<file path="src/rtl/div_unit.sv">
// Iterative restoring divider for DIV/DIVU/REM/REMU: one quotient bit per cycle,
// with divide-by-zero and signed-overflow results produced in a single cycle.
module div_unit #(
   parameter int BIT_WIDTH = 32
) (
   input  logic                 clk,
   input  logic                 rst,
   input  logic                 flush,
   input  logic                 in_valid,
   output logic                 in_ready,
   input  logic [1:0]           div_op,
   input  logic [BIT_WIDTH-1:0] in1,
   input  logic [BIT_WIDTH-1:0] in2,
   output logic                 out_valid,
   input  logic                 out_ready,
   output logic [BIT_WIDTH-1:0] out,
   output logic                 div_zero
);

   localparam int CW = $clog2(BIT_WIDTH + 1);

   typedef enum logic [1:0] {IDLE, CALC, DONE} state_t;

   state_t               state_q;
   logic [1:0]           op_q;
   logic [BIT_WIDTH-1:0] dq_q;     // dividend bits shift out the top, quotient bits shift in
   logic [BIT_WIDTH-1:0] dvs_q;
   logic [BIT_WIDTH-1:0] rem_q;
   logic [BIT_WIDTH-1:0] out_q;
   logic [CW-1:0]        cnt_q;
   logic                 negq_q;
   logic                 negr_q;
   logic                 dz_q;

   logic                 sgn_w;
   logic                 ovf_w;
   logic [BIT_WIDTH-1:0] a_abs_w;
   logic [BIT_WIDTH-1:0] b_abs_w;
   logic [BIT_WIDTH:0]   shift_w;
   logic [BIT_WIDTH:0]   diff_w;
   logic                 qbit_w;
   logic [BIT_WIDTH-1:0] rem_d;
   logic [BIT_WIDTH-1:0] dq_d;
   logic [BIT_WIDTH-1:0] res_w;
   logic                 neg_w;
   logic [BIT_WIDTH-1:0] fin_w;

   always_comb begin
      sgn_w   = ~div_op[0];
      ovf_w   = sgn_w && (in1 == {1'b1, {(BIT_WIDTH-1){1'b0}}}) && (&in2);
      a_abs_w = (sgn_w && in1[BIT_WIDTH-1]) ? -in1 : in1;
      b_abs_w = (sgn_w && in2[BIT_WIDTH-1]) ? -in2 : in2;

      // Partial remainder is BIT_WIDTH+1 wide; a borrow out of the trial
      // subtraction shows up in its top bit and means "restore".
      shift_w = {rem_q, dq_q[BIT_WIDTH-1]};
      diff_w  = shift_w - {1'b0, dvs_q};
      qbit_w  = ~diff_w[BIT_WIDTH];
      rem_d   = qbit_w ? diff_w[BIT_WIDTH-1:0] : shift_w[BIT_WIDTH-1:0];
      dq_d    = {dq_q[BIT_WIDTH-2:0], qbit_w};

      res_w   = op_q[1] ? rem_d : dq_d;
      neg_w   = op_q[1] ? negr_q : negq_q;
      fin_w   = neg_w ? -res_w : res_w;
   end

   assign in_ready  = (state_q == IDLE);
   assign out_valid = (state_q == DONE);
   assign out       = out_q;
   assign div_zero  = dz_q;

   always_ff @(posedge clk) begin
      if (rst) begin
         state_q <= IDLE;
         op_q    <= '0;
         dq_q    <= '0;
         dvs_q   <= '0;
         rem_q   <= '0;
         out_q   <= '0;
         cnt_q   <= '0;
         negq_q  <= 1'b0;
         negr_q  <= 1'b0;
         dz_q    <= 1'b0;
      end else if (flush) begin
         state_q <= IDLE;
      end else begin
         case (state_q)
            IDLE: begin
               if (in_valid) begin
                  op_q <= div_op;
                  if (in2 == '0) begin
                     out_q   <= div_op[1] ? in1 : '1;
                     dz_q    <= 1'b1;
                     state_q <= DONE;
                  end else if (ovf_w) begin
                     out_q   <= div_op[1] ? '0 : in1;
                     dz_q    <= 1'b0;
                     state_q <= DONE;
                  end else begin
                     dz_q    <= 1'b0;
                     dq_q    <= a_abs_w;
                     dvs_q   <= b_abs_w;
                     rem_q   <= '0;
                     cnt_q   <= '0;
                     negq_q  <= sgn_w && (in1[BIT_WIDTH-1] != in2[BIT_WIDTH-1]);
                     negr_q  <= sgn_w && in1[BIT_WIDTH-1];
                     state_q <= CALC;
                  end
               end
            end
            CALC: begin
               rem_q <= rem_d;
               dq_q  <= dq_d;
               cnt_q <= cnt_q + CW'(1);
               if (cnt_q == CW'(BIT_WIDTH - 1)) begin
                  out_q   <= fin_w;
                  state_q <= DONE;
               end
            end
            DONE: begin
               if (out_ready) state_q <= IDLE;
            end
            default: state_q <= IDLE;
         endcase
      end
   end

endmodule

</file>
<file path="config.mk">
export PLATFORM = sky130hd
export DESIGN_NAME = div_unit
export DESIGN_NICKNAME = d
export VERILOG_FILES = /design/src/rtl/div_unit.sv
export SDC_FILE = /design/constraint.sdc
export NUM_CORES = 1
export LEC_CHECK = 0
export CAP_MARGIN = 20
export CELL_PAD_IN_SITES_DETAIL_PLACEMENT = 1
export CELL_PAD_IN_SITES_GLOBAL_PLACEMENT = 2
export CORE_MARGIN = 2
export CORE_UTILIZATION = 31
export DETAILED_ROUTE_END_ITERATION = 10
export PLACE_DENSITY = 0.8
export SYNTH_ARGS = -nofsm -noshare
export SYNTH_HDL_FRONTEND = slang
export SYNTH_SLANG_ARGS = --single-unit
</file>
<file path="constraint.sdc">
create_clock -name clk -period 5.9 [get_ports clk]
set_input_delay 1.18 -clock clk [delete_from_list [all_inputs] [get_ports clk]]
set_output_delay 1.18 -clock clk [all_outputs]
set_load 0.05 [all_outputs]
</file>
==> key figures <==
Run status
  • Status: finished with violations
  • Failing checks: DRC

Floorplan
  • Placeable Area: 35,700 um^2
  • Die Ht: 194 um
  • Die Area: 37,800 um^2
  • Initial core utilization: 0.315
  • Die W: 194 um
  • Row count: 69
  • # IOs: 106

STA
  • Slew margin rel.: 0.375
  • Final clock skew: 14.5 ps
  • Fmax: 181 MHz
  • Setup TNS: 0 ps
  • Final Cycle Share: 0.936
  • Final setup violation count: 0
  • Number of hold violations in the final report: 0
  • Worst-margin pin slew: 917 ps
  • Final worst setup slack: 378 ps
  • Max Slew Vio Count: 0
  • Fin crit period: 5520 ps

Synthesis
  • Seq/Total Area, Yosys: 0.250
  • Async set-or-reset flop fraction in the synthesized netlist: 0
  • Most frequent cells after synthesis: 242 x nor2_1, 141 x a21oi_1, 140 x dfxtp_1
  • Synthesized Nets: 1,659
  • Area fraction of the dominant cell type after synthesis: 0.250
  • Syn Inst Count: 1,550
  • Count leader, synth: nor2_1
  • Yosys top cell by area: dfxtp_1
  • Synthesized flop and latch total: 140
  • Ys flop type: dfxtp_1
  • Cell variety after synth: 85
  • Avg Cell Area, Syn: 7.24 um^2
  • Synthesis warning total: 0
  • Number of enable flip-flop cells after synthesis: 0
  • Mapped cell area: 11,200 um^2
  • Area contributors post-synth: dfxtp_1 25%, nor2_1 8.1%, a21oi_1 6.3%

Layout
  • Cell area after layout: 13,500 um^2
  • Fill count: 4,403
  • Share of layout cells above drive strength 1: 0.0794
  • Ant. Diodes: 0
  • Area delta synth->final: 19.8%
  • Nets: 1,721

Clocking
  • Clock Tree Buf Depth: 2
  • Inserted Clock Buffers: 17
  • CTS tree: done
  • CTS Sinks: 140
  • Later-pin clock latency in the skew report: 450 ps
  • Clk root buf: clkbuf_16
  • Clock slew at reported path FFs: 70 ps
  • Htree depth: 4

GRT
  • Total Routing Usage GR: 0.232
  • Vias in the first global route: 12.1k
  • First-pass GRT wire length: 69,500 um
  • Global route overflow: 0
  • Largest net degree at the start of global routing: 72
  • Initial antenna violation count: 0

Detailed routing
  • First-pass detailed-route iteration total: 9
  • DR WL/cell: 21.1 um
  • Routed Antenna Nets: 0
  • Routed wire length: 43,900 um
  • # DRC: 1
  • Vias after detailed routing: 12.1k
  • DR iter-0 viols: 872
  • DR vias/cell: 5.78

Setup path
  • Worst R2R End: out[28]
  • Worst Path Buf+Inv: 3
  • Critical R2R Launch: dvs_q[7]
  • CP Cell Sequence: inv_1 > ha_1 > a21o_1 > or3_1 > o211ai_2 > a2111oi_4 > buf_4 > o21ai_2 > buf_4 > a21oi_1 > a22oi_1 > ha_2 > nand3_1 > o21ai_0 > a21bo_2 > a2111oi_2 > a31oi_2 > a2111oi_4 > nand4b_1 > o41ai_2 > xor2_1 > a2111oi_2
  • CP Class: reg2reg
  • CP max-delay cell: a2111oi_4
  • CP delay by family, top: compound AO/OA/AOI/OAI gates
  • R2R cell count: 22
  • CP endpoint kind: flop
  • Crit path DAT: 5870 ps
  • Crit path max fanout: 11
  • Max stage delay on crit path: 490 ps
  • Crit path required time: 6250 ps
  • R2R setup slack: 380 ps
  • Startpoint types: flop

Placement
  • DP Worst Slack: 74.0 ps
  • PortBufs: 105
  • GPL Wtd Cong: 0.846
  • Hpwl dp: 33,300 um
  • Post-Place Cell Area: 12,800 um^2

Power and ir drop
  • PD cells: 216 nW/um^2
  • Leakage: 4.90 nW
  • Worst IR Drop VDD: 216 uV

Hold path
  • Hold Path Depth: 2
  • HP Class: reg2reg
  • HP Start: dvs_q[18]
  • Worst Hold Path EP: dvs_q[18]

Flow run
  • Max-cap violations: 0
[final cells by class]
type,instances,area (um^2),area share
timing repair buffer,153,1420,0.106
clock inverter,7,88.8,0.00660
multi-input combinational,1246,7880,0.585
inverter,54,203,0.0151
clock buffer,24,482,0.0358
sequential,140,2800,0.208
tap,461,577,0.0429
[logic make-up (layout without fill, tap and decap cells)]
logic type / count (synthesis) / in the layout / synth area share
buf+inv: 164 / 238 / 0.0589
simple gates: 605 / 605 / 0.252
compound gates: 459 / 459 / 0.279
xor+xnor: 109 / 109 / 0.0850
fa+ha+maj: 53 / 53 / 0.0564
mux: 20 / 20 / 0.0186
flops: 140 / 140 / 0.250
[tightest hold or removal path, cell delays in order (launching register included)]
cell	delay, ps
dfxtp_1	310
nand2_1	50
a21oi_1	50
[state kept, by name (all words and copies together), names as in the netlist]
signal    count
dq_q         32
dvs_q        32
out          32
rem_q        32
cnt_q         6
state_q       2
div_zero      1
negq_q        1
negr_q        1
op_q          1
[stage by stage]
step,instances,util,hold WS [ps],total power (W)
6_report,2085,0.377,456,0.00291
5_1_grt,2085,0.377,489,0.00304
4_1_cts,2082,0.375,460,0.00291
3_5_place_dp,2051,0.359,452,0.00182
3_3_place_gp,2051,0.359,444,0.00180
2_1_floorplan,1550,-,432,0.00154
[cell usage in the layout (no fill, tap or decap), types with 10 or more instances in the layout]
cell type,synthesis,final
a211oi_1,58,57
a21o_1,17,17
a21oi_1,141,138
a221oi_1,10,10
a222oi_1,24,24
a22oi_1,10,10
a31oi_1,24,23
buf_4,5,48
clkbuf_16,0,17
clkdlybuf4s50_1,0,104
dfxtp_1,140,139
ha_1,37,35
inv_1,53,53
maj3_1,15,15
mux2i_1,13,12
nand2_1,134,132
nand2b_1,15,14
nand3_1,24,24
nand4_1,21,21
nor2_1,242,239
nor2b_1,13,13
nor3_1,63,63
nor4_1,12,11
o211ai_1,20,20
o21ai_0,62,61
o31ai_1,15,14
or3_1,17,16
or4_1,14,14
xnor2_1,55,55
xor2_1,54,54
[power by group]
part / switching, W / leakage (nW) / total (W) / internal, W
Sequential: 0.0000281 / 1.14 / 0.00101 / 0.000983
Clock: 0.000443 / 0.284 / 0.00109 / 0.000652
Combinational: 0.000503 / 3.48 / 0.000801 / 0.000298
[worst max-delay path by stage]
stage              start  endpoint  slack [ps]  cells past startpoint
6_report        dvs_q[7]   out[28]         380                     22
5_1_grt         dq_q[31]   out[28]         -50                     23
4_1_cts        dvs_q[21]   out[28]          70                     22
3_5_place_dp   rem_q[20]   out[28]          70                     21
3_3_place_gp   rem_q[20]   out[28]         340                     21
2_1_floorplan   dq_q[31]   out[28]           5                     26
[routing by layer]
| layer | wire, um | part of all wire | global-route usage | vias up |
|---|---|---|---|---|
| met5 | 0 | 0 | 0 | - |
| met4 | 983 | 0.022 | 0.0630 | 0 |
| met3 | 1800 | 0.041 | 0.0335 | 65 |
| met2 | 20600 | 0.47 | 0.387 | 297 |
| met1 | 20500 | 0.47 | 0.313 | 5926 |
| li1 | - | - | - | 5762 |
[repair_timing]
action / 4_1_cts / 5_1_grt
hold buffers: 0 / 0
gates resized for setup: 0 / 17
setup endpoints to repair: 0 / 10
buffers inserted: 0 / 3
No activity file was read; power rests on OpenSTA's default activity.
